## config.mk

```make
export PLATFORM = sky130hd
export DESIGN_NAME = uart_tx_arbiter
export DESIGN_NICKNAME = d
export VERILOG_FILES = /design/src/rtl/uart_tx_arbiter_pkg.sv /design/src/rtl/uart_tx_arbiter_rr_arbiter.sv /design/src/rtl/uart_tx_arbiter.sv
export SDC_FILE = /design/constraint.sdc
export NUM_CORES = 1
export LEC_CHECK = 0
export ABC_AREA = 1
export ABC_CLOCK_PERIOD_IN_PS = 1900
export CAP_MARGIN = 20
export CORE_UTILIZATION = 30
export CTS_CLUSTER_SIZE = 14
export DETAILED_ROUTE_END_ITERATION = 6
export GPL_ROUTABILITY_DRIVEN = 0
export SYNTH_ARGS = -nofsm -noshare
export SYNTH_HDL_FRONTEND = slang
export SYNTH_SLANG_ARGS = --single-unit
```

## constraint.sdc

```tcl
create_clock -name i_clk -period 1.9 [get_ports i_clk]
set_clock_uncertainty 0.05 [all_clocks]
set_input_delay 0.285 -clock i_clk [delete_from_list [all_inputs] [get_ports i_clk]]
set_output_delay 0.285 -clock i_clk [all_outputs]
set_load 0.1 [all_outputs]
```

## src/rtl/uart_tx_arbiter_pkg.sv

```systemverilog
// Shared types and helpers for the UART transmit arbiter.
// State encoding, per-byte payload and index-width helper.
package uart_tx_arbiter_pkg;

  typedef enum logic [1:0] {
    IDLE  = 2'd0,
    READY = 2'd1,
    START = 2'd2,
    DONE  = 2'd3
  } arb_state_e;

  typedef struct packed {
    logic [7:0] data;
    logic       last;
  } tx_beat_t;

  // Bits needed to index n items; never less than one.
  function automatic int unsigned idx_width(input int unsigned n);
    return (n <= 32'd2) ? 32'd1 : 32'($clog2(n));
  endfunction

endpackage

```

## src/rtl/uart_tx_arbiter_rr_arbiter.sv

```systemverilog
// Combinational round-robin pick: first valid requester at or after ptr,
// wrapping explicitly at NumReq-1 so NumReq need not be a power of two.
module rr_arbiter
  import uart_tx_arbiter_pkg::*;
#(
  parameter int unsigned NumReq = 4,
  parameter int unsigned PtrW   = idx_width(NumReq)
) (
  input  logic [NumReq-1:0] valid,
  input  logic [PtrW-1:0]   ptr,
  output logic [NumReq-1:0] pick,
  output logic              any
);

  localparam int unsigned SumW = PtrW + 1;

  logic [SumW-1:0] sum;
  logic [PtrW-1:0] idx;
  logic            found;

  always_comb begin
    pick  = '0;
    sum   = '0;
    idx   = '0;
    found = 1'b0;
    for (int unsigned i = 0; i < NumReq; i++) begin
      sum = {1'b0, ptr} + SumW'(i);
      if (sum >= SumW'(NumReq)) sum = sum - SumW'(NumReq);
      idx = sum[PtrW-1:0];
      if (!found && valid[idx]) begin
        pick[idx] = 1'b1;
        found     = 1'b1;
      end
    end
  end

  assign any = |valid;

endmodule

```

## src/rtl/uart_tx_arbiter.sv

```systemverilog
// Shares one UART transmitter between NumReq requesters: round-robin grant
// locked for a whole packet, per-byte strobe handshake, CTS gating, start timeout.
module uart_tx_arbiter
  import uart_tx_arbiter_pkg::*;
#(
  parameter int unsigned NumReq       = 4,
  parameter int unsigned StartTimeout = 16,
  parameter bit          CtsEnable    = 1'b1
) (
  input  logic                i_clk,
  input  logic                i_rst_n,
  input  logic [NumReq-1:0]   i_req_valid,
  input  logic [8*NumReq-1:0] i_req_data,
  input  logic [NumReq-1:0]   i_req_last,
  output logic [NumReq-1:0]   o_req_ready,
  output logic [NumReq-1:0]   o_grant,
  output logic [7:0]          o_tx_byte,
  output logic                o_transmit,
  input  logic                i_is_transmitting,
  input  logic                i_uart_cts_n,
  input  logic                i_err_clr,
  output logic                o_busy,
  output logic                o_timeout_err
);

  localparam int unsigned     PtrW    = idx_width(NumReq);
  localparam int unsigned     CntW    = idx_width(StartTimeout);
  localparam logic [PtrW-1:0] LastIdx = PtrW'(NumReq - 1);
  localparam logic [CntW-1:0] CntMax  = CntW'(StartTimeout - 1);

  arb_state_e        state_q, state_d;
  logic [NumReq-1:0] grant_q, grant_d;
  logic [PtrW-1:0]   ptr_q, ptr_d;
  logic [CntW-1:0]   cnt_q, cnt_d;
  logic [7:0]        tx_byte_q, tx_byte_d;
  logic              last_q, last_d;
  logic              transmit_q, transmit_d;
  logic              err_q, err_d;
  logic              busy_q;

  logic [NumReq-1:0] pick;
  logic              any_valid;
  logic [PtrW-1:0]   g_idx, ptr_next;
  tx_beat_t          beat;
  logic              cts_ok, issue_ok, handshake;
  logic              release_byte, err_set;

  rr_arbiter #(
    .NumReq (NumReq),
    .PtrW   (PtrW)
  ) u_rr_arbiter (
    .valid (i_req_valid),
    .ptr   (ptr_q),
    .pick  (pick),
    .any   (any_valid)
  );

  // Payload and index of the current owner.
  always_comb begin
    beat  = '0;
    g_idx = '0;
    for (int k = 0; k < NumReq; k++) begin
      if (grant_q[k]) begin
        beat.data = i_req_data[8*k +: 8];
        beat.last = i_req_last[k];
        g_idx     = PtrW'(k);
      end
    end
  end

  assign ptr_next    = (g_idx == LastIdx) ? '0 : g_idx + PtrW'(1);
  assign cts_ok      = ~CtsEnable | ~i_uart_cts_n;
  assign issue_ok    = (state_q == READY) && !i_is_transmitting && cts_ok;
  assign o_req_ready = issue_ok ? grant_q : '0;
  assign handshake   = |(i_req_valid & o_req_ready);

  always_comb begin
    state_d      = state_q;
    grant_d      = grant_q;
    ptr_d        = ptr_q;
    cnt_d        = cnt_q;
    tx_byte_d    = tx_byte_q;
    last_d       = last_q;
    transmit_d   = 1'b0;
    err_set      = 1'b0;
    release_byte = 1'b0;
    case (state_q)
      IDLE: begin
        if (any_valid) begin
          grant_d = pick;
          state_d = READY;
        end
      end
      READY: begin
        if (handshake) begin
          tx_byte_d  = beat.data;
          last_d     = beat.last;
          transmit_d = 1'b1;
          cnt_d      = '0;
          state_d    = START;
        end
      end
      START: begin
        // A core that never reports busy is treated as having sent the byte.
        if (i_is_transmitting) begin
          state_d = DONE;
        end else if (cnt_q == CntMax) begin
          err_set      = 1'b1;
          release_byte = 1'b1;
        end else begin
          cnt_d = cnt_q + CntW'(1);
        end
      end
      DONE: begin
        if (!i_is_transmitting) release_byte = 1'b1;
      end
      default: state_d = IDLE;
    endcase
    if (release_byte) begin
      if (last_q) begin
        grant_d = '0;
        ptr_d   = ptr_next;
        state_d = IDLE;
      end else begin
        state_d = READY;
      end
    end
    err_d = err_set | (err_q & ~i_err_clr);
  end

  always_ff @(posedge i_clk or negedge i_rst_n) begin
    if (!i_rst_n) begin
      state_q    <= IDLE;
      grant_q    <= '0;
      ptr_q      <= '0;
      cnt_q      <= '0;
      tx_byte_q  <= '0;
      last_q     <= 1'b0;
      transmit_q <= 1'b0;
      err_q      <= 1'b0;
      busy_q     <= 1'b0;
    end else begin
      state_q    <= state_d;
      grant_q    <= grant_d;
      ptr_q      <= ptr_d;
      cnt_q      <= cnt_d;
      tx_byte_q  <= tx_byte_d;
      last_q     <= last_d;
      transmit_q <= transmit_d;
      err_q      <= err_d;
      busy_q     <= (state_d != IDLE);
    end
  end

  assign o_grant       = grant_q;
  assign o_tx_byte     = tx_byte_q;
  assign o_transmit    = transmit_q;
  assign o_busy        = busy_q;
  assign o_timeout_err = err_q;

endmodule
```

==> flow_summary.yaml, run 1 <==
run_status:
  status: "finished, final reports clean"
timing:
  layout_min_cycle_time_ns: 1.81
  fmax_mhz: 552
  rsz0062_at_grt: "no"
  fin_crit_sh: 0.954
  hold_violations: 0
  setup_viol: 0
  slew_violations: 0
  setup_tns_ns: 0
  worst_pin_slew_ns: 0.536
  worst_slack_ns: 0.0882
  slew_headroom: 0.643
logic_synthesis:
  ys_warn_count: 0
  ys_seq_elements: 24
  ys_seq_area_frac: 0.342
  syn_area_per_cell_sq_um: 6.83
  synthSimpleGateAreaFrac: 0.399
  synthAdderAreaFrac: 0.0356
  synth_top_family_by_area: "simple AND/OR/NAND/NOR gates"
  mappedNetlistArea_sq_um: 1760
  synth_fp_nets: 307
  synth_xor_area_frac: 0.00499
  synth_edf_count: 0
  synth_ff_type: "dfrtp_1"
  synth.distinct_cells: 28
  synth_compound_gate_area_share: 0.108
  muxShareOfSynthArea: 0.0228
  synthArstFlopShare: 1.00
  synth_cells: 257
route:
  wirelength_um: 4920
  vias: 1874
  firstDrtPassIters: 5
  ant_nets: 0
  drc_errors: 0
  viasPerCell: 4.65
  drtIter0Drc: 84
  routedWlPerCell_um: 12.2
critical_path:
  crit_path_frequent_cell: "nor2_4"
  startpoint_type: "input pin"
  cp_cell_sequence: "clkdlybuf4s50_1, nor2_4, nand2_1, buf_4, nor2_4, buf_12"
  max_stage_delay_ns: 0.46
  critPathRequiredTime_ns: 1.56
  cp_top_family: "buffers and inverters"
  path_buf_inv: 3
  cp_slowest_cell: "clkdlybuf4s50_1"
  cp_data_arrival_time_ns: 1.48
  crit_path_end_kind: "primary output"
  critPathMaxFanout: 5
  regToRegStartpoint: "ptr_q[0]"
  setup.worst_path.start: "i_is_transmitting"
  worstSetupPathType: "in2out"
cts:
  cts_hold_buffers: 0
  root_buffer: "clkbuf_8"
  cts_max_level: 1
  post_cts_buffers: 0
  cts_tree: "done"
  clock_latency_ns: 0.27
  cts.clk_slew.worst_paths_ns: 0.09
  clockBufferDepth: 2
  cts.sink_count: 24
  numCtsBuffers: 3
place:
  hpwlAfterDp_um: 3890
  dp_slack_ns: 0.0504
  placed_cell_area_sq_um: 2600
  port_buffers: 63
final_layout:
  fillers: 566
  diodes: 0
  final_nets: 382
  drive_gt1_frac: 0.184
  design_area_sq_um: 2660
  syn_to_final_growth_pct: 51.5
die:
  die_w_um: 78.5
  core_sq_um: 5570
  start_util: 0.315
  dieArea_sq_um: 6160
  die_h_um: 78.5
  io_pins: 64
  fp-row-count: 27
global_route:
  antenna_found_initial: 0
  grt_overflow: 0
  grt_max_degree: 25
  grt_pass1_wl_um: 7780
  grt_pass1_vias: 1655
  gr-usage-all-layers: 0.160
pwr:
  p_leak_uw: 0.00128
  ir_drop_mv: 0.832
  p_per_area_nw_per_um2: 1710
hold_path:
  hold_path.class: "in2async"
run:
  maxCapViolCount: 0
-- worst paths after layout --
path                       slack (ns)  depth (start not counted)             end
max                              0.09                          6  o_req_ready[2]
min                              0.32                          2        ptr_q[0]
max reg2reg                      0.21                         11      o_grant[0]
min reg2reg                      0.44                          2    o_tx_byte[6]
max in group asynchronous        1.21                          2      state_q[1]
min in group i_clk               0.44                          2    o_tx_byte[6]
-- cells in the final DEF (no fill, tap or decap), drive strengths merged --
cell           count
a21oi              6
a22oi              4
buf               31
clkbuf             4
clkdlybuf4s50     44
dfrtp             24
ha                 5
inv               31
mux2i              4
nand2             89
nand3             35
nand4              8
nor2              21
nor3               1
o21ai             19
o21bai             1
o31ai              1
or2                2
xor2               1
-- state kept, by name, indices dropped and copies added (netlist names) --
signal	flops
cnt_q	4
last_q	1
o_busy	1
o_grant	4
o_timeout_err	1
o_transmit	1
o_tx_byte	8
ptr_q	2
state_q	2
-- kinds of logic (layout without fill, tap and decap cells) --
group	Yosys count	count (layout)
and+or+nand+nor	156	156
buffers and inverters	36	110
AOI/OAI and AO/OA	31	31
DFF	24	24
adders and majority gates	5	5
muxes	4	4
xor gates and xnor gates	1	1
-- routing by layer --
layer / vias to the layer above / GRT usage / part of all wire
li1: 980 / - / -
met1: 852 / 0.210 / 0.46
met2: 40 / 0.270 / 0.49
met3: 2 / 0.0407 / 0.045
met4: 0 / 0.0167 / 0.0026
met5: - / 0 / 0
-- where the power goes --
group          total (uW)  switching [uW]  leakage [uW]  internal, uW
logic                3260            2250      0.000961          1020
clock network         313             164     0.0000228           150
registers             984             256      0.000297           728
total                4560            2670       0.00128          1890
-- what timing repair did --
action / 4_1_cts / 5_1_grt
hold endpoints to repair: 0 / 0
endpoints found under the setup margin: 0 / 4
resized for setup: 0 / 3
-- stage by stage --
step	util	instances	power, uW	hold slack (ns)
detailed placement	0.467	399	4250	0.420
finish	0.477	403	4560	0.324
global placement	0.467	399	4230	0.419
global route	0.477	403	4880	0.353
floorplan	-	257	3300	-0.0606
CTS	0.475	403	4570	0.339
-- final cells by class --
type | count | area (sq um) | share of cell area
well taps | 72 | 90.1 | 0.0339
clock buffers | 4 | 45.0 | 0.0169
multi-input cells | 197 | 1040 | 0.391
repair buffers | 75 | 761 | 0.286
flip-flops and latches | 24 | 607 | 0.228
inverters | 31 | 116 | 0.0437
-- Yosys cell counts (4+ instances only) --
library cell	number	area share
nand2_1	86	0.18
nand3_1	33	0.094
inv_1	29	0.062
dfrtp_1	24	0.34
o21ai_0	17	0.048
nor2_1	16	0.034
nand4_1	8	0.029
a21oi_1	6	0.017
ha_1	5	0.036
a22oi_1	4	0.017
mux2i_1	4	0.023
nor2_2	4	0.014
Power figures use the tool's default switching activity.
==> inputs of run 2 (changes only) <==
--- a/config.mk
+++ b/config.mk
@@ -7,7 +7,7 @@
 export LEC_CHECK = 0
 export ABC_AREA = 1
 export ABC_CLOCK_PERIOD_IN_PS = 1900
-export CAP_MARGIN = 20
+export CAP_MARGIN = 30
 export CORE_UTILIZATION = 30
 export CTS_CLUSTER_SIZE = 14
 export DETAILED_ROUTE_END_ITERATION = 6
==> results of run 2 <==
Final layout, timing and power as in run 1 (identical DEF).
==> inputs of run 3 (changes only) <==
--- a/config.mk
+++ b/config.mk
@@ -5,8 +5,7 @@
 export SDC_FILE = /design/constraint.sdc
 export NUM_CORES = 1
 export LEC_CHECK = 0
-export ABC_AREA = 1
-export ABC_CLOCK_PERIOD_IN_PS = 1900
+export ABC_CLOCK_PERIOD_IN_PS = 2200
 export CAP_MARGIN = 30
 export CORE_UTILIZATION = 30
 export CTS_CLUSTER_SIZE = 14
==> constraint.sdc (replaced) <==
create_clock -name i_clk -period 2.2 [get_ports i_clk]
set_clock_uncertainty 0.05 [all_clocks]
set_input_delay 0.44 -clock i_clk [delete_from_list [all_inputs] [get_ports i_clk]]
set_output_delay 0.44 -clock i_clk [all_outputs]
set_load 0.1 [all_outputs]
==> flow_summary.yaml, run 3 <==
cts:
  clockBufferDepth: 2
  cts_max_level: 1
  root_buffer: "clkbuf_8"
  cts_tree: "done"
  cts.sink_count: 24
  cts.clk_slew.worst_paths_ns: 0.09
  numCtsBuffers: 3
  clock_latency_ns: 0.27
timing:
  worst_pin_slew_ns: 0.642
  setup_viol: 0
  worst_slack_ns: 0.109
  whs_ns: 0.457
  hold_violations: 0
  fin_crit_sh: 0.950
  slew_headroom: 0.571
  rsz0062_at_grt: "no"
  layout_min_cycle_time_ns: 2.09
  setup_tns_ns: 0
  slew_violations: 0
  fmax_mhz: 478
logic_synthesis:
  ys_seq_area_frac: 0.360
  synth_ff_type: "dfrtp_1"
  synth_cells: 192
  yosys-top-cells-count: "dfrtp_1 (24), a21oi_1 (23), nand2_1 (20), nor2_1 (19), nor3_1 (11)"
  synth_top_area_cell: "dfrtp_1"
  synth_edf_count: 0
  mappedNetlistArea_sq_um: 1670
  ys_seq_elements: 24
  syn_area_per_cell_sq_um: 8.69
  synth.most_common_cell: "dfrtp_1"
  synth_fp_nets: 242
  synthArstFlopShare: 1.00
  ys_warn_count: 0
  synth_area_leaders: "dfrtp_1 (36%), a21oi_1 (6.9%), nand2_1 (4.5%)"
  synth.distinct_cells: 40
  synth.top_cell.area_share: 0.360
route:
  firstDrtPassIters: 4
  drtIter0Drc: 89
  vias: 1675
  drc_errors: 0
  viasPerCell: 5.06
  routedWlPerCell_um: 14.2
  wirelength_um: 4710
  ant_nets: 0
die:
  dieArea_sq_um: 5870
  fp-row-count: 26
  start_util: 0.319
  die_h_um: 76.6
  core_sq_um: 5240
  die_w_um: 76.6
  io_pins: 64
critical_path:
  crit_path_end_kind: "primary output"
  critPathRequiredTime_ns: 1.71
  startpoint_type: "input pin"
  cp_data_arrival_time_ns: 1.60
  worstSetupPathType: "in2out"
  critPathMaxFanout: 5
pwr:
  p_leak_uw: 0.00105
  ir_drop_mv: 0.999
  p_per_area_nw_per_um2: 1510
final_layout:
  fillers: 513
  layout_common_cells: "clkdlybuf4s50_1 (43), buf_4 (24), a21oi_1 (23)"
  final_nets: 312
  utilization: 0.484
  diodes: 0
  syn_to_final_growth_pct: 52.0
  largest_reg_flops: 8
  stdcell_count: 331
  drive_gt1_frac: 0.192
  final_common_cell: "clkdlybuf4s50_1"
global_route:
  gr-usage-all-layers: 0.174
  grt_pass1_vias: 1666
  grt_pass1_wl_um: 8070
  antenna_found_initial: 0
  grt_max_degree: 25
  grt_overflow: 0
place:
  dp_slack_ns: 0.0161
  hpwlAfterDp_um: 3580
  port_buffers: 63
  dp.cells: 327
run:
  maxCapViolCount: 0
hold_path:
  hold_path.class: "reg2reg"
run_status:
  status: "finished, final reports clean"
## run 3: changes by cell type in the layout (fill, tap and decap cells not counted), sizes merged, moves of 8 or more
cell    before  now
nand2       89   20
nand3       35    1
inv         31    3
a21oi        6   23
o21ai       19    5
nor2b        0   10
nor3         1   11
a221oi       0    8
## run 3: cells by family after synthesis
kind of cell    synth area share
fa+ha+maj                 0.0375
buf+inv                   0.0397
xor+xnor                  0.0157
flops                      0.360
mux                       0.0780
compound gates             0.220
simple gates               0.250
## run 3: power by group
part	switching (uW)	internal [uW]	total (uW)
sequential	301	626	927
combinational	1720	919	2640
clock	147	130	277
## run 3: final timing paths
| path | from | end | slack [ns] | cells past startpoint |
|---|---|---|---|---|
| hold / removal | o_tx_byte[2] | o_tx_byte[2] | 0.46 | 1 |
| setup reg to reg | ptr_q[0] | o_grant[1] | 0.24 | 7 |
| min in group asynchronous | i_rst_n | o_busy | 0.48 | 2 |
| max in group asynchronous | i_rst_n | o_grant[1] | 1.36 | 2 |
| hold reg to reg | o_tx_byte[2] | o_tx_byte[2] | 0.46 | 1 |
| setup / recovery | i_uart_cts_n | o_req_ready[0] | 0.11 | 5 |
## run 3: timing repair
action | in CTS | in global routing
hold buffers | 0 | 0
resized for setup | 0 | 5
setup endpoints to repair | 0 | 7
buffers inserted | 0 | 0
## run 3: layer usage
layer  global-route usage  vias up  share of wire
li1                     -      838              -
met3               0.0491        6          0.060
met1                0.231      773           0.47
met5                    0        -              0
met2                0.278       58           0.46
met4               0.0423        0          0.012
## run 3: metrics by stage
stage | power [uW] | area (sq um)
after floorplan | 2770 | 1680
after CTS | 3820 | 2520
final | 3840 | 2540
after global routing | 4090 | 2540
after global placement | 3540 | 2470
after detailed placement | 3550 | 2470
## run 3: critical path, stage by stage
cell and delay (ns):
clkdlybuf4s50_1 0.42, nor4b_2 0.21, buf_4 0.18, and2_2 0.17, buf_12 0.17
## run 3: layout make-up
cell class,instances,area (sq um),share of cell area
clock buffers,4,45.0,0.0178
inverters,4,15.0,0.00592
multi-input cells,154,1020,0.403
flip-flops and latches,24,604,0.238
well taps,70,87.6,0.0345
repair buffers,75,763,0.301
